[src/rtl/vmac_int8_seq.sv]
// vmac_int8_seq: signed int8 dot-product MAC over an external 4x4 nibble multiplier.
// Define VMAC_SAT_EN to saturate the accumulator instead of wrapping.
module vmac_int8_seq #(
    parameter int ACC_W = 24
) (
    input  logic             clk,
    input  logic             reset,
    input  logic             in_valid,
    output logic             in_ready,
    input  logic [7:0]       in_a,
    input  logic [7:0]       in_b,
    input  logic             in_last,
    output logic             mul_start,
    output logic [3:0]       mul_a,
    output logic [3:0]       mul_b,
    input  logic [7:0]       mul_o,
    input  logic             mul_finish,
    output logic             out_valid,
    input  logic             out_ready,
    output logic [ACC_W-1:0] acc_out
);

    typedef enum logic [2:0] {
        IDLE,
        REQ,
        REL,
        ACC,
        OUT
    } state_t;

    state_t state;
    state_t state_nx;

    logic              fin_m;
    logic              fin_s;
    logic [7:0]        abs_a;
    logic [7:0]        abs_b;
    logic [7:0]        mag_a;
    logic [7:0]        mag_b;
    logic              sign;
    logic              last;
    logic [1:0]        k;
    logic [1:0]        k_nx;
    logic [15:0]       prod;
    logic [15:0]       part;
    logic [ACC_W-1:0]  acc;
    logic [ACC_W-1:0]  acc_nx;
    logic signed [16:0] p17;
    logic signed [16:0] t17;
    logic [ACC_W-1:0]  term;
    logic [ACC_W:0]    sum;
    logic              accept;
    logic              got_fin;
    logic              step;
    logic              out_fire;

    // |-128| fits as 8'h80 because the magnitude is kept unsigned
    assign mag_a = in_a[7] ? (~in_a + 8'd1) : in_a;
    assign mag_b = in_b[7] ? (~in_b + 8'd1) : in_b;
    assign k_nx  = k + 2'd1;

    assign accept   = (state == IDLE) && in_valid;
    assign got_fin  = (state == REQ) && mul_start && fin_s;
    assign step     = (state == REL) && !fin_s && (k != 2'd3);
    assign out_fire = (state == OUT) && out_ready;
    assign acc_out  = acc;

    // bring the multiplier's done flag into our clock domain
    always_ff @(posedge clk or posedge reset) begin
        if (reset) begin
            fin_m <= 1'b0;
            fin_s <= 1'b0;
        end else begin
            fin_m <= mul_finish;
            fin_s <= fin_m;
        end
    end

    // state register
    always_ff @(posedge clk or posedge reset) begin
        if (reset) state <= IDLE;
        else       state <= state_nx;
    end

    // next-state and handshake outputs
    always_comb begin
        state_nx  = state;
        in_ready  = 1'b0;
        out_valid = 1'b0;
        unique case (state)
            IDLE: begin
                in_ready = 1'b1;
                if (in_valid) state_nx = REQ;
            end
            REQ: begin
                if (mul_start && fin_s) state_nx = REL;
            end
            REL: begin
                if (!fin_s) state_nx = (k == 2'd3) ? ACC : REQ;
            end
            ACC: begin
                state_nx = last ? OUT : IDLE;
            end
            OUT: begin
                out_valid = 1'b1;
                if (out_ready) state_nx = IDLE;
            end
            default: state_nx = IDLE;
        endcase
    end

    // place the nibble product at its weight: k=0 -> 0, k=1,2 -> 4, k=3 -> 8
    always_comb begin
        part = {8'd0, mul_o};
        case (k)
            2'd0:    part = {8'd0, mul_o};
            2'd3:    part = {mul_o, 8'd0};
            default: part = {4'd0, mul_o, 4'd0};
        endcase
    end

    // mul_start rises one cycle after operands settle, drops on done
    always_ff @(posedge clk or posedge reset) begin
        if (reset) mul_start <= 1'b0;
        else       mul_start <= (state == REQ) && !got_fin;
    end

    // operand capture, nibble sequencing and partial-product sum
    always_ff @(posedge clk or posedge reset) begin
        if (reset) begin
            abs_a <= 8'd0;
            abs_b <= 8'd0;
            sign  <= 1'b0;
            last  <= 1'b0;
            k     <= 2'd0;
            prod  <= 16'd0;
            mul_a <= 4'd0;
            mul_b <= 4'd0;
        end else begin
            if (accept) begin
                abs_a <= mag_a;
                abs_b <= mag_b;
                sign  <= in_a[7] ^ in_b[7];
                last  <= in_last;
                k     <= 2'd0;
                prod  <= 16'd0;
                mul_a <= mag_a[3:0];
                mul_b <= mag_b[3:0];
            end
            if (got_fin) prod <= prod + part;
            if (step) begin
                k     <= k_nx;
                mul_a <= k_nx[1] ? abs_a[7:4] : abs_a[3:0];
                mul_b <= k_nx[0] ? abs_b[7:4] : abs_b[3:0];
            end
        end
    end

    // signed product, extended to the accumulator width, and the sum
    always_comb begin
        p17  = {1'b0, prod};
        t17  = sign ? -p17 : p17;
        term = ACC_W'(t17);
        sum  = {acc[ACC_W-1], acc} + {term[ACC_W-1], term};
`ifdef VMAC_SAT_EN
        if (sum[ACC_W] != sum[ACC_W-1])
            acc_nx = sum[ACC_W] ? {1'b1, {(ACC_W-1){1'b0}}}
                                : {1'b0, {(ACC_W-1){1'b1}}};
        else
            acc_nx = sum[ACC_W-1:0];
`else
        acc_nx = sum[ACC_W-1:0];
`endif
    end

    // accumulator: add in ACC, clear once the result is taken
    always_ff @(posedge clk or posedge reset) begin
        if (reset)              acc <= '0;
        else if (out_fire)      acc <= '0;
        else if (state == ACC)  acc <= acc_nx;
    end

endmodule
[config.mk]
export PLATFORM = sky130hd
export DESIGN_NAME = vmac_int8_seq
export DESIGN_NICKNAME = d
export VERILOG_FILES = /design/src/rtl/vmac_int8_seq.sv
export SDC_FILE = /design/constraint.sdc
export NUM_CORES = 1
export LEC_CHECK = 0
export ABC_AREA = 1
export BUFFER_PORTS_ARGS = -buffer_cell sky130_fd_sc_hd__buf_2
export CAP_MARGIN = 20
export CORE_MARGIN = 2
export CORE_UTILIZATION = 30
export DETAILED_ROUTE_END_ITERATION = 8
export PLACE_DENSITY = 0.42
export SETUP_SLACK_MARGIN = 0.15
export SYNTH_ARGS = -nofsm -noshare
export SYNTH_HDL_FRONTEND = slang
export SYNTH_SLANG_ARGS = --single-unit
export TNS_END_PERCENT = 100
[constraint.sdc]
create_clock -name clk -period 3.3 [get_ports clk]
set_clock_uncertainty 0.05 [all_clocks]
set_input_delay 0.66 -clock clk [delete_from_list [all_inputs] [get_ports clk]]
set_output_delay 0.66 -clock clk [all_outputs]
set_load 0.02 [all_outputs]
==> qor.csv <==
metric;value;unit
drt first pass iters;4;
initial antenna violation count;0;
Rel. slew slack;0.636;
IO Port Bufs;64;
cell count after synthesis;948;
critical path fanouts, max;7;
most frequent cells after synthesis;323 x nand2_1, 143 x inv_1, 74 x dfrtp_1, 70 x nor2_1, 68 x nand3_1;
Post-Route WL;18.7;mm
Routability Congestion;0.845;
number of nets with antenna violations after routing;0;
clk slew on worst S/H paths;0.06;ns
drc violations;0;
DP HPWL;14.8;mm
clock sink total;74;
final hold vios;0;
Pwr Density;1180;mW/mm2
library cells used by synthesis;39;
Post-synth EDFFs;0;
share of cells above drive strength 1;0.131;
total global routing overflow;0;
Die Span X;147;um
top cell type's share of synthesized area;0.300;
WL/cell;14.4;um
Async SR Flop Fraction;1.00;
Critical Path AT;3.16;ns
first-pass GRT wire length;30.4;mm
H-Tree Depth;3;
Seq/Total Area, Yosys;0.300;
CTS tree;built;
Total GRT Usage;0.178;
DIE AREA;0.0217;mm2
RSZ-0062 raised after global routing;true;
area added between synthesis and finish;18.7;%
Reg-to-Reg Start;prod[1];
syn_nets;1026;
reg2reg path depth;18;
initial core utilization;0.305;
Core Area;0.0202;mm2
later-pin clock latency in the skew report;0.35;ns
Fillers;2264;
vias in the first global route;5796;
Pwr Total;8.65;mW
Reg-to-Reg End;acc_out[22];
leakage;4.02;nW
Synth Register Bits;74;
final setup fails;0;
row count;52;
initial detailed-routing violation count;272;
Startpoint Class;flip-flop;
n_diodes;0;
Via Count;6008;
Worst Setup End Kind;flip-flop;
ys flop type;dfrtp_1;
setup TNS;0;ns
Max Slew Vio Count;0;
cell taking the most area after synthesis;dfrtp_1;
Max clock buf depth;2;
I/O pin cnt;65;
Hold Path Class;primary input to async pin;
CTS root buffer;clkbuf_16;
Post-Syn Area;0.00617;mm2
Net count, final;1100;
yosys warns;0;
largest net degree at the start of global routing;48;
worst slew pin tran;0.545;ns
maximum VDD drop;0.345;mV
share of the clock period used by the worst path;0.900;
status;finished clean;
top-count cell post-synth;nand2_1;
CP required;3.49;ns
CTS buffer count;9;
Max-Cap Viols;0;
synth top area cells;dfrtp_1 30%, nand2_1 20%, ha_1 9.3%, inv_1 8.7%, nand3_1 5.5%;
Die H;147;um
r2r setup slk;0.33;ns
via-per-instance ratio;4.63;
crit path kind;flip-flop to flip-flop;
post-layout min period;2.97;ns
Mean Syn Cell Area;6.51;um2
highest clock rate;337;MHz
[cells in the final DEF (no fill, tap or decap), drive strengths merged]
cell type / netlist / final
o2111ai: 1 / 1
o22ai: 8 / 8
clkbuf: 5 / 10
nor2: 72 / 72
fa: 2 / 2
a21oi: 42 / 42
a32o: 2 / 2
nand3b: 4 / 4
buf: 6 / 74
a31oi: 3 / 3
o21ai: 65 / 65
o41ai: 2 / 2
a22o: 1 / 1
nand3: 70 / 70
o31ai: 1 / 1
clkinv: 2 / 3
nand2: 326 / 326
bufinv: 0 / 3
and2: 2 / 2
a21o: 2 / 2
dfrtp: 74 / 74
clkinvlp: 0 / 1
xor2: 19 / 19
o211ai: 8 / 8
nand4: 8 / 8
or2: 5 / 5
inv: 151 / 152
nor3: 13 / 13
xnor2: 4 / 4
o21bai: 4 / 4
ha: 46 / 46
[worst max-delay path, cell delays in order, from the launching register on]
cell,delay [ns]
dfrtp_2,0.44
inv_1,0.10
ha_1,0.19
nand3_2,0.12
nor2_4,0.16
nand2_2,0.10
nand2_2,0.10
clkinvlp_4,0.18
buf_4,0.19
ha_4,0.29
nand2_1,0.09
nor2_1,0.20
nand3_1,0.14
nor2_1,0.15
nand2_1,0.10
nand3_1,0.09
nand2_1,0.05
nand3_1,0.07
nand2_1,0.05
[worst max path at each step]
stage                     startpoint     endpoint  slack [ns]  cells after the start
after floorplan                 k[0]      prod[7]        0.65                     14
final                        prod[1]  acc_out[22]        0.33                     18
after global placement          sign  acc_out[17]        0.14                     12
after CTS                    prod[1]  acc_out[22]        0.20                     17
after detailed placement        sign  acc_out[17]        0.15                     12
after global routing         prod[1]  acc_out[23]        0.12                     18
[sequential cells by signal (all words and copies together), names as in the netlist]
register and flops:
abs_a 8, abs_b 8, acc_out 24, fin_m 1, fin_s 1, k 2
last 1, mul_a 4, mul_b 4, mul_start 1, prod 16, sign 1
state 3
[layout make-up]
type / count / area [um2] / share of cell area
Sequential cell: 74 / 1850 / 0.253
Clock inverter: 6 / 119 / 0.0162
Clock buffer: 10 / 239 / 0.0326
Inverter: 153 / 583 / 0.0797
Timing Repair Buffer: 74 / 408 / 0.0557
Tap cell: 270 / 338 / 0.0462
Multi-Input combinational cell: 710 / 3780 / 0.516
[stage by stage]
stage	hold WS (ns)	utilization	std cells	instance area, um2	setup slack [ns]
6_report	0.286	0.362	1297	7320	0.329
5_1_grt	0.306	0.362	1297	7320	0.121
4_1_cts	0.303	0.355	1293	7190	0.195
2_1_floorplan	0.281	-	948	6170	0.647
3_3_place_gp	0.283	0.338	1277	6830	0.143
3_5_place_dp	0.286	0.338	1277	6830	0.153
[power breakdown]
| part | leakage [nW] | switching (mW) | total [mW] | internal [mW] |
|---|---|---|---|---|
| clock | 0.176 | 0.440 | 1.21 | 0.771 |
| sequential | 0.944 | 0.362 | 1.64 | 1.28 |
| combinational | 2.90 | 3.78 | 5.80 | 2.01 |
[cell families after synthesis]
logic type,share of synthesized area
AOI/OAI and AO/OA,0.128
xor gates and xnor gates,0.0327
adders and majority gates,0.0998
buffers and inverters,0.102
DFF,0.300
and+or+nand+nor,0.338
[what timing repair did]
| item | in CTS | in global routing |
|---|---|---|
| hold buffers | 0 | 0 |
| endpoints found under the setup margin | 2 | 9 |
| setup buffers | 0 | 4 |
| gates resized for setup | 1 | 23 |
| pin swaps | 0 | 3 |
[routing by layer]
| layer | GRT usage | vias to the layer above | routed length, um |
|---|---|---|---|
| met5 | 0 | - | 0 |
| met4 | 0.0327 | 0 | 143 |
| met3 | 0.0302 | 12 | 435 |
| met2 | 0.298 | 70 | 8770 |
| met1 | 0.244 | 2738 | 9350 |
| li1 | - | 3188 | - |
Note: power is estimated with default switching activity, not from simulation.
